### config.mk
export PLATFORM = sky130hd
export DESIGN_NAME = apb2axi_txn_sched
export DESIGN_NICKNAME = d
export VERILOG_FILES = /design/src/rtl/apb2axi_pkg.sv /design/src/rtl/apb2axi_credit_cnt.sv /design/src/rtl/apb2axi_txn_sched.sv
export SDC_FILE = /design/constraint.sdc
export NUM_CORES = 1
export LEC_CHECK = 0
export BUFFER_PORTS_ARGS = -buffer_cell sky130_fd_sc_hd__buf_4
export CORE_UTILIZATION = 30
export CTS_BUF_LIST = sky130_fd_sc_hd__clkbuf_4
export CTS_CLUSTER_DIAMETER = 150
export CTS_CLUSTER_SIZE = 24
export DETAILED_ROUTE_END_ITERATION = 12
export HOLD_SLACK_MARGIN = 0.03
export PLACE_DENSITY_LB_ADDON = 0.15
export SLEW_MARGIN = 15
export SYNTH_ARGS = -nofsm -noshare
export SYNTH_HDL_FRONTEND = slang
export SYNTH_SLANG_ARGS = --single-unit
export TNS_END_PERCENT = 50
### constraint.sdc
create_clock -name pclk -period 3.9 [get_ports pclk]
set_input_delay 0.585 -clock pclk [delete_from_list [all_inputs] [get_ports pclk]]
set_output_delay 0.585 -clock pclk [all_outputs]
set_load 0.01 [all_outputs]
### src/rtl/apb2axi_pkg.sv
// Shared APB-to-AXI bridge types: directory entry layout, scheduler state
// encoding and default outstanding-command limits.
package apb2axi_pkg;

    localparam int TAG_W                = 4;
    localparam int APB2AXI_MAX_RD_OUTST = 4;
    localparam int APB2AXI_MAX_WR_OUTST = 4;

    typedef struct packed {
        logic        is_write;
        logic [31:0] addr;
        logic [31:0] wdata;
        logic [3:0]  strb;
    } directory_entry_t;

    typedef enum logic {
        SCHED_IDLE  = 1'b0,
        SCHED_ISSUE = 1'b1
    } sched_state_t;

endpackage

### src/rtl/apb2axi_credit_cnt.sv
// Outstanding-command credit counter: counts issued commands, retires them on
// completion, and flags (sticky) a completion that arrives with nothing outstanding.
module apb2axi_credit_cnt (
    input  logic       clk,
    input  logic       rst_n,
    input  logic       inc,
    input  logic       dec,
    input  logic [3:0] max,
    output logic [3:0] count,
    output logic       can_take,
    output logic       underflow
);

    logic [3:0] count_q, count_d;
    logic       underflow_q, underflow_d;

    always_comb begin
        count_d     = count_q;
        underflow_d = underflow_q;
        if (dec && (count_q == 4'd0)) begin
            underflow_d = 1'b1;
        end
        // Simultaneous issue and completion cancel out.
        if (inc && !dec) begin
            if (count_q < max) begin
                count_d = count_q + 4'd1;
            end
        end else if (dec && !inc) begin
            if (count_q != 4'd0) begin
                count_d = count_q - 4'd1;
            end
        end
    end

    always_ff @(posedge clk or negedge rst_n) begin
        if (!rst_n) begin
            count_q     <= 4'd0;
            underflow_q <= 1'b0;
        end else begin
            count_q     <= count_d;
            underflow_q <= underflow_d;
        end
    end

    assign count     = count_q;
    assign can_take  = (count_q < max);
    assign underflow = underflow_q;

endmodule

### src/rtl/apb2axi_txn_sched.sv
// In-order scheduler: pops PENDING directory heads when credit allows and
// presents them to the read or write issuer. APB2AXI_SCHED_TIMEOUT_EN adds a handshake timeout flag.
module apb2axi_txn_sched
    import apb2axi_pkg::*;
#(
    parameter int TAG_W_P      = TAG_W,
    parameter int MAX_RD_OUTST = APB2AXI_MAX_RD_OUTST,
    parameter int MAX_WR_OUTST = APB2AXI_MAX_WR_OUTST
) (
    input  logic               pclk,
    input  logic               presetn,
    input  logic               pending_valid,
    input  directory_entry_t   pending_entry,
    input  logic [TAG_W_P-1:0] pending_tag,
    output logic               pending_pop,
    output logic               rd_cmd_valid,
    input  logic               rd_cmd_ready,
    output logic               wr_cmd_valid,
    input  logic               wr_cmd_ready,
    output directory_entry_t   cmd_entry,
    output logic [TAG_W_P-1:0] cmd_tag,
    input  logic               cpl_valid,
    input  logic               cpl_is_write,
    output logic [3:0]         rd_outst,
    output logic [3:0]         wr_outst,
    output logic               sched_busy,
    output logic               cpl_underflow,
    output logic               issue_timeout
);

    sched_state_t       state_q, state_d;
    directory_entry_t   cmd_entry_q, cmd_entry_d;
    logic [TAG_W_P-1:0] cmd_tag_q, cmd_tag_d;

    logic pop;
    logic rd_hs, wr_hs;
    logic head_credit;
    logic rd_can_take, wr_can_take;
    logic rd_underflow, wr_underflow;

    always_comb begin
        state_d      = state_q;
        cmd_entry_d  = cmd_entry_q;
        cmd_tag_d    = cmd_tag_q;
        pop          = 1'b0;
        rd_cmd_valid = 1'b0;
        wr_cmd_valid = 1'b0;
        rd_hs        = 1'b0;
        wr_hs        = 1'b0;
        head_credit  = pending_entry.is_write ? wr_can_take : rd_can_take;
        case (state_q)
            SCHED_IDLE: begin
                // Credit is judged only here; the head is never bypassed.
                if (pending_valid && head_credit) begin
                    pop         = 1'b1;
                    cmd_entry_d = pending_entry;
                    cmd_tag_d   = pending_tag;
                    state_d     = SCHED_ISSUE;
                end
            end
            SCHED_ISSUE: begin
                if (cmd_entry_q.is_write) begin
                    wr_cmd_valid = 1'b1;
                    wr_hs        = wr_cmd_ready;
                end else begin
                    rd_cmd_valid = 1'b1;
                    rd_hs        = rd_cmd_ready;
                end
                if (rd_hs || wr_hs) begin
                    state_d = SCHED_IDLE;
                end
            end
            default: state_d = SCHED_IDLE;
        endcase
    end

    always_ff @(posedge pclk or negedge presetn) begin
        if (!presetn) begin
            state_q     <= SCHED_IDLE;
            cmd_entry_q <= '0;
            cmd_tag_q   <= '0;
        end else begin
            state_q     <= state_d;
            cmd_entry_q <= cmd_entry_d;
            cmd_tag_q   <= cmd_tag_d;
        end
    end

    // The pop is combinational, so it is also masked while reset is held.
    assign pending_pop = pop && presetn;
    assign cmd_entry   = cmd_entry_q;
    assign cmd_tag     = cmd_tag_q;

    apb2axi_credit_cnt u_rd_credit (
        .clk       (pclk),
        .rst_n     (presetn),
        .inc       (rd_hs),
        .dec       (cpl_valid && !cpl_is_write),
        .max       (4'(MAX_RD_OUTST)),
        .count     (rd_outst),
        .can_take  (rd_can_take),
        .underflow (rd_underflow)
    );

    apb2axi_credit_cnt u_wr_credit (
        .clk       (pclk),
        .rst_n     (presetn),
        .inc       (wr_hs),
        .dec       (cpl_valid && cpl_is_write),
        .max       (4'(MAX_WR_OUTST)),
        .count     (wr_outst),
        .can_take  (wr_can_take),
        .underflow (wr_underflow)
    );

    assign cpl_underflow = rd_underflow || wr_underflow;
    assign sched_busy    = (state_q != SCHED_IDLE) || (rd_outst != 4'd0) || (wr_outst != 4'd0);

`ifdef APB2AXI_SCHED_TIMEOUT_EN
    logic [7:0] tmo_cnt_q, tmo_cnt_d;
    logic       issue_timeout_q, issue_timeout_d;

    // Flag is raised on the same edge the stall counter reaches 255.
    always_comb begin
        tmo_cnt_d       = 8'd0;
        issue_timeout_d = issue_timeout_q;
        if ((state_q == SCHED_ISSUE) && !(rd_hs || wr_hs)) begin
            tmo_cnt_d = (tmo_cnt_q == 8'hFF) ? tmo_cnt_q : tmo_cnt_q + 8'd1;
            if (tmo_cnt_q == 8'd254) begin
                issue_timeout_d = 1'b1;
            end
        end
    end

    always_ff @(posedge pclk or negedge presetn) begin
        if (!presetn) begin
            tmo_cnt_q       <= 8'd0;
            issue_timeout_q <= 1'b0;
        end else begin
            tmo_cnt_q       <= tmo_cnt_d;
            issue_timeout_q <= issue_timeout_d;
        end
    end

    assign issue_timeout = issue_timeout_q;
`else
    assign issue_timeout = 1'b0;
`endif

endmodule

# Word level (Yosys, flattened, before mapping)
# Index checks and enable logic that the tools add are counted.
# W data, S select, Z words.
# classes
n_addsub	4
mul	0
div	0
n_lt_le_gt_ge	2
eq_ne	2
shift	0
mux	23
bitwise	1
n_reduce_logical	30
# ops
operator	count
$mux W4	8
$mux W1	14
$logic_and A1 B1 Y1	10
$add A4 B1 Y4 const B	2
$logic_not A4 Y1	2
$lt A4 B3 Y1 const B	2
$reduce_bool A2 Y1	4
$reduce_bool A4 Y1	2
$sub A4 B1 Y4 const B	2
$reduce_and A3 Y1	2
$logic_not A1 Y1	5
$logic_or A1 B1 Y1	4
$ne A2 B2 Y1 const B	2
$pmux W1 S2	1
$reduce_and A2 Y1	1
$not A1 Y1	1
# word_totals
ff_bits	84
latch_bits	0
ramBits	0
mem_bits_ro	0
in_bits	80
output_inout_bits	87
wordCells	72
mem_count	0

# Depth between registers and ports, before layout
# Gate-level depths: netlist of run 1.
# depth
word_depth	7
depth_mapped	9
depth_no_buf	9

# Hierarchy
# Synthesis of run 1 repeated with hierarchy kept, for this count alone.
# hier_totals
cells_unflattened	255
hier_area_um2	3926.3
# by_module_without_submodules
mod	instances	cells_per_inst	area_per_inst_um2	seq_area_each_um2
apb2axi_txn_sched	1	179	3168.0	1851.8
apb2axi_credit_cnt	2	38	379.1	125.1

# Worst setup path before layout of run 1
# OpenSTA, ideal clock, no wires.
# synth_path
path_type	reg2reg
from	register cmd_entry_q, in the netlist cmd_entry[68]
to	register u_rd_credit.count_q[3], in the netlist u_rd_credit.count[3]
setup_time_ps	79
t_arrival_ps	2138
required_time_ps	3821
slack_ps	1682
path_stages_with_launch	9
path_buffers	0
synth_period_minus_slack_ps	2218
cell_sequence	dfrtp_1 nor2b_1 and2_1 ha_1 inv_1 ha_1 a41o_1 nor4_1 xor2_1
# synth_via
elab_chain_cells	7
word_cells_on_any_way	11
classes_between	eq/ne: 1; mux: 4; reduce/logical: 6
# synth_rtl
element	line	source
start, declared	apb2axi_txn_sched.sv:32	directory_entry_t cmd_entry_q, cmd_entry_d;
start signal, assigned	apb2axi_txn_sched.sv:84	cmd_entry_q <= cmd_entry_d;
$mux W1 *	apb2axi_txn_sched.sv:62	if (cmd_entry_q.is_write) begin
$mux W1 * (2 in series)	apb2axi_txn_sched.sv:51	case (state_q)
$logic_not A1 Y1	apb2axi_credit_cnt.sv:28	end else if (dec && !inc) begin
$logic_and A1 B1 Y1	apb2axi_credit_cnt.sv:28	
$reduce_bool A2 Y1 (no source line)	-	
$reduce_and A3 Y1 (no source line)	-	
end signal, assigned	apb2axi_credit_cnt.sv:40	count_q <= count_d;
end, declared	apb2axi_credit_cnt.sv:14	logic [3:0] count_q, count_d;
# Mark *: on every way between the ends. The rest lies on a longest branch, timed or not. The select of a mux whose other input is x is not followed.
# A chain may end at the register's enable or synchronous reset.

# Final worst setup path of run 1
# layout_path
from	register u_wr_credit.count_q[3], in the netlist u_wr_credit.count[3]
to	output pending_pop
# layout_via
elab_chain_cells	6
# layout_rtl
element	line	source
start, declared	apb2axi_credit_cnt.sv:14	
start signal, assigned	apb2axi_credit_cnt.sv:40	
$lt A4 B3 Y1	apb2axi_credit_cnt.sv:46	assign can_take = (count_q < max);
$mux W1	apb2axi_txn_sched.sv:50	head_credit = pending_entry.is_write ? wr_can_take : rd_can_take;
$logic_and A1 B1 Y1	apb2axi_txn_sched.sv:54	if (pending_valid && head_credit) begin
$mux W1	apb2axi_txn_sched.sv:54	
$mux W1	apb2axi_txn_sched.sv:51	
$logic_and A1 B1 Y1	apb2axi_txn_sched.sv:90	assign pending_pop = pop && presetn;
end, declared	apb2axi_txn_sched.sv:15	output logic pending_pop,
# No other way between the ends.

==> results.cfg, run 1 <==
[yosys]
syn_inst = 241
yosys-top-cells-area = dfrtp_1 (56%), mux2_4 (19%), mux2_2 (7.9%)
yosys-top-cells-count = dfrtp_1 (84), mux2_4 (48), mux2_2 (26)
yosysSeqAreaShare = 0.565
syn_area_per_cell_um2 = 15.4
syn_nets = 328
yosysMostFrequentCell = dfrtp_1
ys_warn_count = 0
synthSimpleGateAreaFrac = 0.0447
yosys_register_bits = 84
synth_top_cell_area_share = 0.565
yosys_most_used_dff = dfrtp_1
syn_area_um2 = 3720
ys_async_sr_fraction = 1.00
yosysUniqueCellTypes = 41
synth_compound_area_frac = 0.0461
synth_top_family_by_area = multiplexers
synth_enable_flop_cells = 0
synth_fa_ha_area_frac = 0.0256
synth_top_cell_by_area = dfrtp_1
synthMuxAreaShare = 0.275
synth_xor_xnor_area_share = 0.0118

[clock_network]
clkLatencyLatePin_ns = 0.44
clk_pin_slew_ns = 0.13
post_cts_buffers = 0
cts_tree = built
htreeDepth = 3
numCtsBuffers = 9
cts_buffer_depth = 2
cts_hold_buf = 0
cts_resized = 0
cts_sinks = 84
root_buffer = clkbuf_4

[layout]
multi_input_area_um2 = 1500
nets = 495
final_area_um2 = 5240
antenna_cells = 0
seqCellArea_um2 = 2100
syn_to_final_growth_pct = 40.9
drive_gt1_frac = 0.630
finalNonFillerCells = 581
fillers = 1164

[die]
die_area_um2 = 12900
die_h_um = 113
core_area_um2 = 12100
die_w_um = 113
io_pins = 167
initial_utilization = 0.309
rows = 40

[place]
dp_hpwl_um = 5830
dp.cells = 565
io_buffers = 165
place.gp.congestion = 0.809
post_dp_cell_area_um2 = 5080

[timing]
tightest_slew_ns = 0.850
setup_viol = 0
finalHoldViolations = 0
setup_tns_ns = 0
slew_viol_final = 0
layout_min_cycle_time_ns = 2.89
finClkSkew_ns = 0.00935
period_share = 0.740
rsz0062_at_grt = no
maxSlewHeadroom = 0.434
fmax_mhz = 346

[pwr]
p_leak_nw = 2.66
finalPower_w = 0.00416
vdd.ir_drop.worst_mv = 0.349
p_per_area_nw_per_um2 = 793

[global_routing]
gr-total-overflow = 0
first_global_vias = 2575
antenna_found_initial = 0
grt_max_degree = 46
track_usage = 0.135
grt_pass1_wl_um = 13200

[worst_setup_path]
crit_fanout = 45
endpoint_kind = primary output
startpoint_type = register
cp.arrival_ns = 2.30
path_class = reg2out
required_ns = 3.31
regToRegSetupSlack_ns = 1.31

[drt]
drt_iter0_markers = 107
remaining_drc_errors = 0
ant_nets = 0
routed_wirelength_um = 8210
viasPerCell = 4.31
firstDrtPassIters = 4
wl_per_cell_um = 14.1
num_vias = 2507

[min_path]
min_path_type = in2async

[status]
status = complete, no violations

[flow_run]
cap_viol_max_count = 0
## metal layers
| metal | GRT usage | up-vias | routed length, um |
|---|---|---|---|
| met4 | 0.0737 | 0 | 186 |
| li1 | - | 1186 | - |
| met3 | 0.0489 | 13 | 687 |
| met5 | 0 | - | 0 |
| met1 | 0.171 | 1207 | 3660 |
| met2 | 0.202 | 101 | 3680 |
## report_power, final
part	leakage, nW	internal (W)	switching [W]	total, W
Combinational	1.58	0.00124	0.000729	0.00197
Clock	0.0873	0.000258	0.000310	0.000567
Sequential	0.993	0.00131	0.000314	0.00163
Total	2.66	0.00281	0.00135	0.00416
## final timing paths
| check | end | from | cells after the start |
|---|---|---|---|
| worst max-delay path | pending_pop | u_wr_credit.count[3] | 5 |
| worst min-delay path | cmd_entry[54] | presetn | 1 |
| worst max register to register | cmd_entry[64] | u_wr_credit.count[3] | 5 |
| worst min register to register | u_rd_credit.underflow | u_rd_credit.underflow | 1 |
| max in group asynchronous | cmd_entry[53] | presetn | 2 |
| min in group pclk | cmd_entry[56] | pending_entry[56] | 2 |
## critical path, cell delays in order, from the launching register on
cell	delay (ns)
dfrtp_1	0.51
nor2_2	0.18
a21oi_1	0.08
or3b_4	0.68
nor2_1	0.24
buf_4	0.15
## layout by cell type, fill, tap and decap left out, drive strengths merged, types with 2 or more instances in the layout
cell type and n:
clkbuf 9, xor2 3, bufinv 2, ha 6, nand2 6, mux2 74, or3 2, xnor2 2
nor2 3, o31ai 2, buf 167, o21ai 4, inv 4, nor2b 2, a21oi 7, or4 2
o21bai 2, dfrtp 84, a21o 3, nand2b 3, nand3 2, o211ai 2, and2 3, clkinv 5
## cells by family (layout without fill, tap and decap cells)
logic type / count (synthesis) / count (layout)
AOI/OAI and AO/OA: 25 / 25
xor gates and xnor gates: 5 / 5
adders and majority gates: 7 / 7
buffers and inverters: 15 / 187
DFF: 84 / 84
muxes: 75 / 75
other: 1 / 1
and+or+nand+nor: 29 / 29
## through the flow
stage / worst slack [ns] / hold slack, ns / utilization
floorplan: 1.68 / 0.289 / -
global placement: 1.21 / 0.456 / 0.422
detailed placement: 1.18 / 0.454 / 0.422
CTS: 0.949 / 0.0921 / 0.435
global route: 0.833 / 0.117 / 0.435
finish: 1.01 / 0.109 / 0.435
## sequential cells by signal (all words and copies together), names as in the netlist
signal	flops
cmd_entry	69
u_wr_credit.underflow	1
u_rd_credit.count	4
state_q	1
u_wr_credit.count	4
cmd_tag	4
u_rd_credit.underflow	1
## layout make-up
class	instances	share of cell area
repair buffers	167	0.239
clock buffers	9	0.0129
flip-flops and latches	84	0.401
clock inverters	7	0.0174
inverters	4	0.00286
well taps	168	0.0401
multi-input cells	142	0.287
(Power assumes the default switching activity.)
==> run 2, diff against run 1 <==
Settings changed: ABC_AREA set to 1.
Clock period 3.9 ns to 2.7 ns, I/O delays scaled along.
==> results.cfg, run 2 <==
[die]
die_area_um2 = 13300
die_h_um = 115
rows = 40
io_pins = 167
die_w_um = 115
initial_utilization = 0.314
core_area_um2 = 12300

[layout]
nets = 674
fillers = 1250
layout_common_cells = buf_4 (167), nand2_1 (108), inv_1 (93), dfrtp_1 (84), o21ai_2 (34)
drive_gt1_frac = 0.371
syn_to_final_growth_pct = 37.8
largest_register_ffs = 69
final_area_um2 = 5300
antenna_cells = 0
final_common_cell = buf_4

[yosys]
yosys-top-cells-area = dfrtp_1 (55%), nand2_1 (11%), inv_1 (9.1%)
yosys-top-cells-count = nand2_1 (108), inv_1 (93), dfrtp_1 (84)
yosysUniqueCellTypes = 23
synth_enable_flop_cells = 0
yosys_register_bits = 84
synth_fa_ha_area_frac = 0.0247
synth_xor_xnor_area_share = 0.0114
synth_top_cell_area_share = 0.547
synthMuxAreaShare = 0
yosysMostFrequentCell = nand2_1
syn_nets = 510
synth_compound_area_frac = 0.136
yosysSeqAreaShare = 0.547
syn_inst = 423
synth_top_family_by_area = simple AND/OR/NAND/NOR gates
synth_top_cell_by_area = dfrtp_1
syn_area_per_cell_um2 = 9.09
ys_warn_count = 0
yosys_most_used_dff = dfrtp_1
synthSimpleGateAreaFrac = 0.144
ys_async_sr_fraction = 1.00
syn_area_um2 = 3840

[clock_network]
clkLatencyLatePin_ns = 0.43
htreeDepth = 3
cts_sinks = 84
cts_buffer_depth = 2
numCtsBuffers = 9
clk_pin_slew_ns = 0.13
cts_resized = 0
post_cts_buffers = 0
cts_tree = built
root_buffer = clkbuf_4
cts_hold_buf = 1

[worst_setup_path]
startpoint_type = register
crit_fanout = 19
path_class = reg2out
required_ns = 2.30
cp.arrival_ns = 1.79
endpoint_kind = primary output

[timing]
period_share = 0.811
layout_min_cycle_time_ns = 2.19
maxSlewHeadroom = 0.659
setup_viol = 0
slew_viol_final = 0
finClkSkew_ns = 0.0136
finalHoldViolations = 0
tightest_slew_ns = 0.511
rsz0062_at_grt = no
fmax_mhz = 456
setup_tns_ns = 0

[drt]
firstDrtPassIters = 4
routed_wirelength_um = 9000
drt_iter0_markers = 137
remaining_drc_errors = 0
viasPerCell = 4.15
num_vias = 3152
wl_per_cell_um = 11.9
ant_nets = 0

[place]
io_buffers = 165
dp_hpwl_um = 6600
place.gp.congestion = 0.771
post_dp_cell_area_um2 = 5180

[global_routing]
grt_pass1_wl_um = 13900
grt-busiest-layer = met2
antenna_found_initial = 0
grtUsageMet1 = 0.176
grt_max_degree = 67
met2_usage = 0.212
grt.met3_usage = 0.0406
first_global_vias = 2880
gr-total-overflow = 0
track_usage = 0.137

[min_path]
min_path_type = in2reg

[pwr]
p_leak_nw = 3.00
finalPower_w = 0.00543
p_per_area_nw_per_um2 = 1030
vdd.ir_drop.worst_mv = 0.409

[flow_run]
cap_viol_max_count = 0

[status]
status = complete, no violations
run 2: cell count changes in the layout (fill, tap and decap cells not counted), sizes merged, moves of 5 or more:
cell and change:
nand3 +10, a21oi -5, inv +89, mux2 -74, nand2 +102, nor2 +9, o21ai +73
run 2: cell type report:
| cell class | count | area [um^2] | share of cell area |
|---|---|---|---|
| Sequential cell | 84 | 2100 | 0.397 |
| Clock buffer | 12 | 90.1 | 0.0170 |
| Multi-Input combinational cell | 229 | 1230 | 0.232 |
| Clock inverter | 3 | 15.0 | 0.00283 |
| Tap cell | 168 | 210 | 0.0397 |
| Inverter | 93 | 349 | 0.0659 |
| Timing Repair Buffer | 170 | 1300 | 0.246 |
run 2: critical path, cell delays in order (launching register included):
cell and delay (ns):
dfrtp_1 0.47, nor2_2 0.17, nand2_1 0.06, nand2_1 0.12
nand3_4 0.23, nor2_1 0.16, buf_4 0.14
run 2: metal layers:
metal / wire length [um] / share of wire / vias to the layer above
li1: - / - / 1608
met1: 4020 / 0.45 / 1415
met2: 4190 / 0.47 / 117
met3: 643 / 0.071 / 12
met4: 138 / 0.015 / 0
met5: 0 / 0 / -
run 2: worst paths after layout:
| kind | from | to | slack [ns] | cells past startpoint |
|---|---|---|---|---|
| setup / recovery | u_rd_credit.count[3] | pending_pop | 0.51 | 6 |
| hold / removal | pending_entry[8] | cmd_entry[8] | 0.20 | 3 |
| setup reg to reg | cmd_entry[68] | u_rd_credit.count[3] | 0.65 | 12 |
| hold reg to reg | u_rd_credit.underflow | u_rd_credit.underflow | 0.47 | 2 |
| max in group asynchronous | presetn | cmd_entry[46] | 1.60 | 3 |
| min in group asynchronous | presetn | cmd_entry[61] | 0.35 | 2 |
run 2: kinds of logic after synthesis:
group	count (synthesis)
other	1
adders and majority gates	7
xor gates and xnor gates	5
buffers and inverters	110
AOI/OAI and AO/OA	79
and+or+nand+nor	137
DFF	84
run 2: per-stage QoR:
| stage | util | hold slack, ns | worst slack [ns] | cells |
|---|---|---|---|---|
| 2_1_floorplan | - | 0.109 | 0.856 | 423 |
| 3_3_place_gp | 0.423 | 0.268 | 0.735 | 743 |
| 3_5_place_dp | 0.423 | 0.268 | 0.663 | 743 |
| 4_1_cts | 0.432 | 0.141 | 0.430 | 759 |
| 5_1_grt | 0.432 | 0.159 | 0.331 | 759 |
| 6_report | 0.432 | 0.203 | 0.509 | 759 |
run 2: power by group:
part	leakage, nW	total [W]	switching (W)	internal [W]
Combinational	1.90	0.00260	0.00132	0.00129
Sequential	1.04	0.00221	0.000382	0.00183
Clock	0.0585	0.000619	0.000408	0.000211
Total	3.00	0.00543	0.00211	0.00333
==> run 3, diff against run 2 <==
Clock period 2.7 ns to 1.84 ns, I/O delays scaled along.
==> results.cfg, run 3 (synthesized netlist as in run 2, its figures left out) <==
[min_path]
min_path_type = in2reg
whs_path_depth = 3
hold_path_startpoint = pending_entry[55]
worstHoldEndpoint = cmd_entry[55]

[die]
core_area_um2 = 12300
die_w_um = 115
io_pins = 167
die_area_um2 = 13300
initial_utilization = 0.314
rows = 40
die_h_um = 115

[place]
dp.cells = 748
place.gp.congestion = 0.763
dp_hpwl_um = 6350
post_dp_cell_area_um2 = 5250
io_buffers = 165

[status]
status = complete, no violations

[drt]
num_vias = 3363
ant_nets = 0
viasPerCell = 4.09
drt_iter0_markers = 182
wl_per_cell_um = 12.0
firstDrtPassIters = 4
routed_wirelength_um = 9840
remaining_drc_errors = 0

[timing]
maxSlewHeadroom = 0.663
layout_min_cycle_time_ns = 1.82
period_share = 0.987
fin_hold_ws_ns = 0.0800
setup_viol = 0
tightest_slew_ns = 0.506
finalHoldViolations = 0
slew_viol_final = 0
rsz0062_at_grt = yes
finClkSkew_ns = 0.0168
fmax_mhz = 551
setup_tns_ns = 0

[worst_setup_path]
crit_fanout = 3
startpoint_type = register
required_ns = 2.16
reg2reg_to = u_rd_credit.count[2]
cp.arrival_ns = 2.14
endpoint_kind = register
ff2ff_path_depth = 10
r2r-start = cmd_entry[68]
path_class = reg2reg
regToRegSetupSlack_ns = 0.02

[layout]
fillers = 1177
drive_gt1_frac = 0.382
multi_input_area_um2 = 1290
nets = 737
seqCellArea_um2 = 2110
final_area_um2 = 5980
syn_to_final_growth_pct = 55.6
largest_register_ffs = 69
finalNonFillerCells = 823
layout_common_cells = buf_4 (178), nand2_1 (105), inv_1 (90), dfrtp_1 (81), dlygate4sd3_1 (51)
antenna_cells = 0
final_common_cell = buf_4

[clock_network]
clkLatencyLatePin_ns = 0.44
cts_tree = built
cts_sinks = 84
root_buffer = clkbuf_4
cts_buffer_depth = 2
htreeDepth = 3
numCtsBuffers = 9
clk_pin_slew_ns = 0.14

[global_routing]
grt_pass1_wl_um = 15400
grt_max_degree = 85
track_usage = 0.152
gr-total-overflow = 0
antenna_found_initial = 0
first_global_vias = 3232

[flow_run]
cap_viol_max_count = 0

[pwr]
vdd.ir_drop.worst_mv = 0.610
p_per_area_nw_per_um2 = 1400
p_leak_nw = 3.27
[run 3: critical path: stages (launching register included)]
cell,delay (ns)
dfrtp_2,0.43
nor2_2,0.09
inv_2,0.05
nor2_2,0.12
ha_2,0.22
nand2_1,0.07
and2_1,0.16
ha_1,0.20
a21oi_2,0.13
xor2_1,0.14
o21ai_0,0.08
[run 3: cell type report]
class | count | share of cell area
clock buffers | 10 | 0.0125
clock inverters | 6 | 0.00523
inverters | 93 | 0.0583
multi-input cells | 229 | 0.215
flip-flops and latches | 84 | 0.352
well taps | 168 | 0.0351
repair buffers | 233 | 0.322
[run 3: report_power, final]
group          switching [W]  internal, W  leakage, nW  total, W
sequential          0.000518      0.00269         1.03   0.00321
combinational        0.00208      0.00215         2.18   0.00423
clock               0.000640     0.000277       0.0549  0.000918
total                0.00324      0.00512         3.27   0.00836
[run 3: how the worst max path moves through the flow]
stage                         start              endpoint  slack (ns)  depth (start not counted)
6_report              cmd_entry[68]  u_rd_credit.count[2]        0.02                         10
5_1_grt               cmd_entry[68]  u_rd_credit.count[2]       -0.12                         10
2_1_floorplan         cmd_entry[68]  u_rd_credit.count[3]        0.01                         12
3_5_place_dp          cmd_entry[68]  u_rd_credit.count[3]       -0.05                         12
3_3_place_gp          cmd_entry[68]  u_rd_credit.count[3]       0.008                         12
4_1_cts        u_wr_credit.count[2]           pending_pop     -0.0002                          6
[run 3: per-stage QoR]
step / power, W / util / worst slack (ns)
floorplan: 0.00536 / - / 0.0135
global placement: 0.00715 / 0.428 / 0.00790
detailed placement: 0.00723 / 0.428 / -0.0468
CTS: 0.00840 / 0.483 / -0.000152
global route: 0.00905 / 0.488 / -0.121
finish: 0.00836 / 0.488 / 0.0245
[run 3: timing repair]
| action | CTS | global route |
|---|---|---|
| pin swaps | 2 | 8 |
| setup endpoints to repair | 4 | 5 |
| buffers inserted | 5 | 3 |
| resized for setup | 6 | 12 |
| hold buffers | 51 | 0 |
| hold endpoints to repair | 134 | 0 |
[run 3: per-layer routing]
layer | vias up | GRT usage | wire (um)
li1 | 1730 | - | -
met1 | 1509 | 0.181 | 4270
met2 | 102 | 0.247 | 4760
met3 | 22 | 0.0406 | 520
met4 | 0 | 0.0900 | 289
met5 | - | 0 | 0
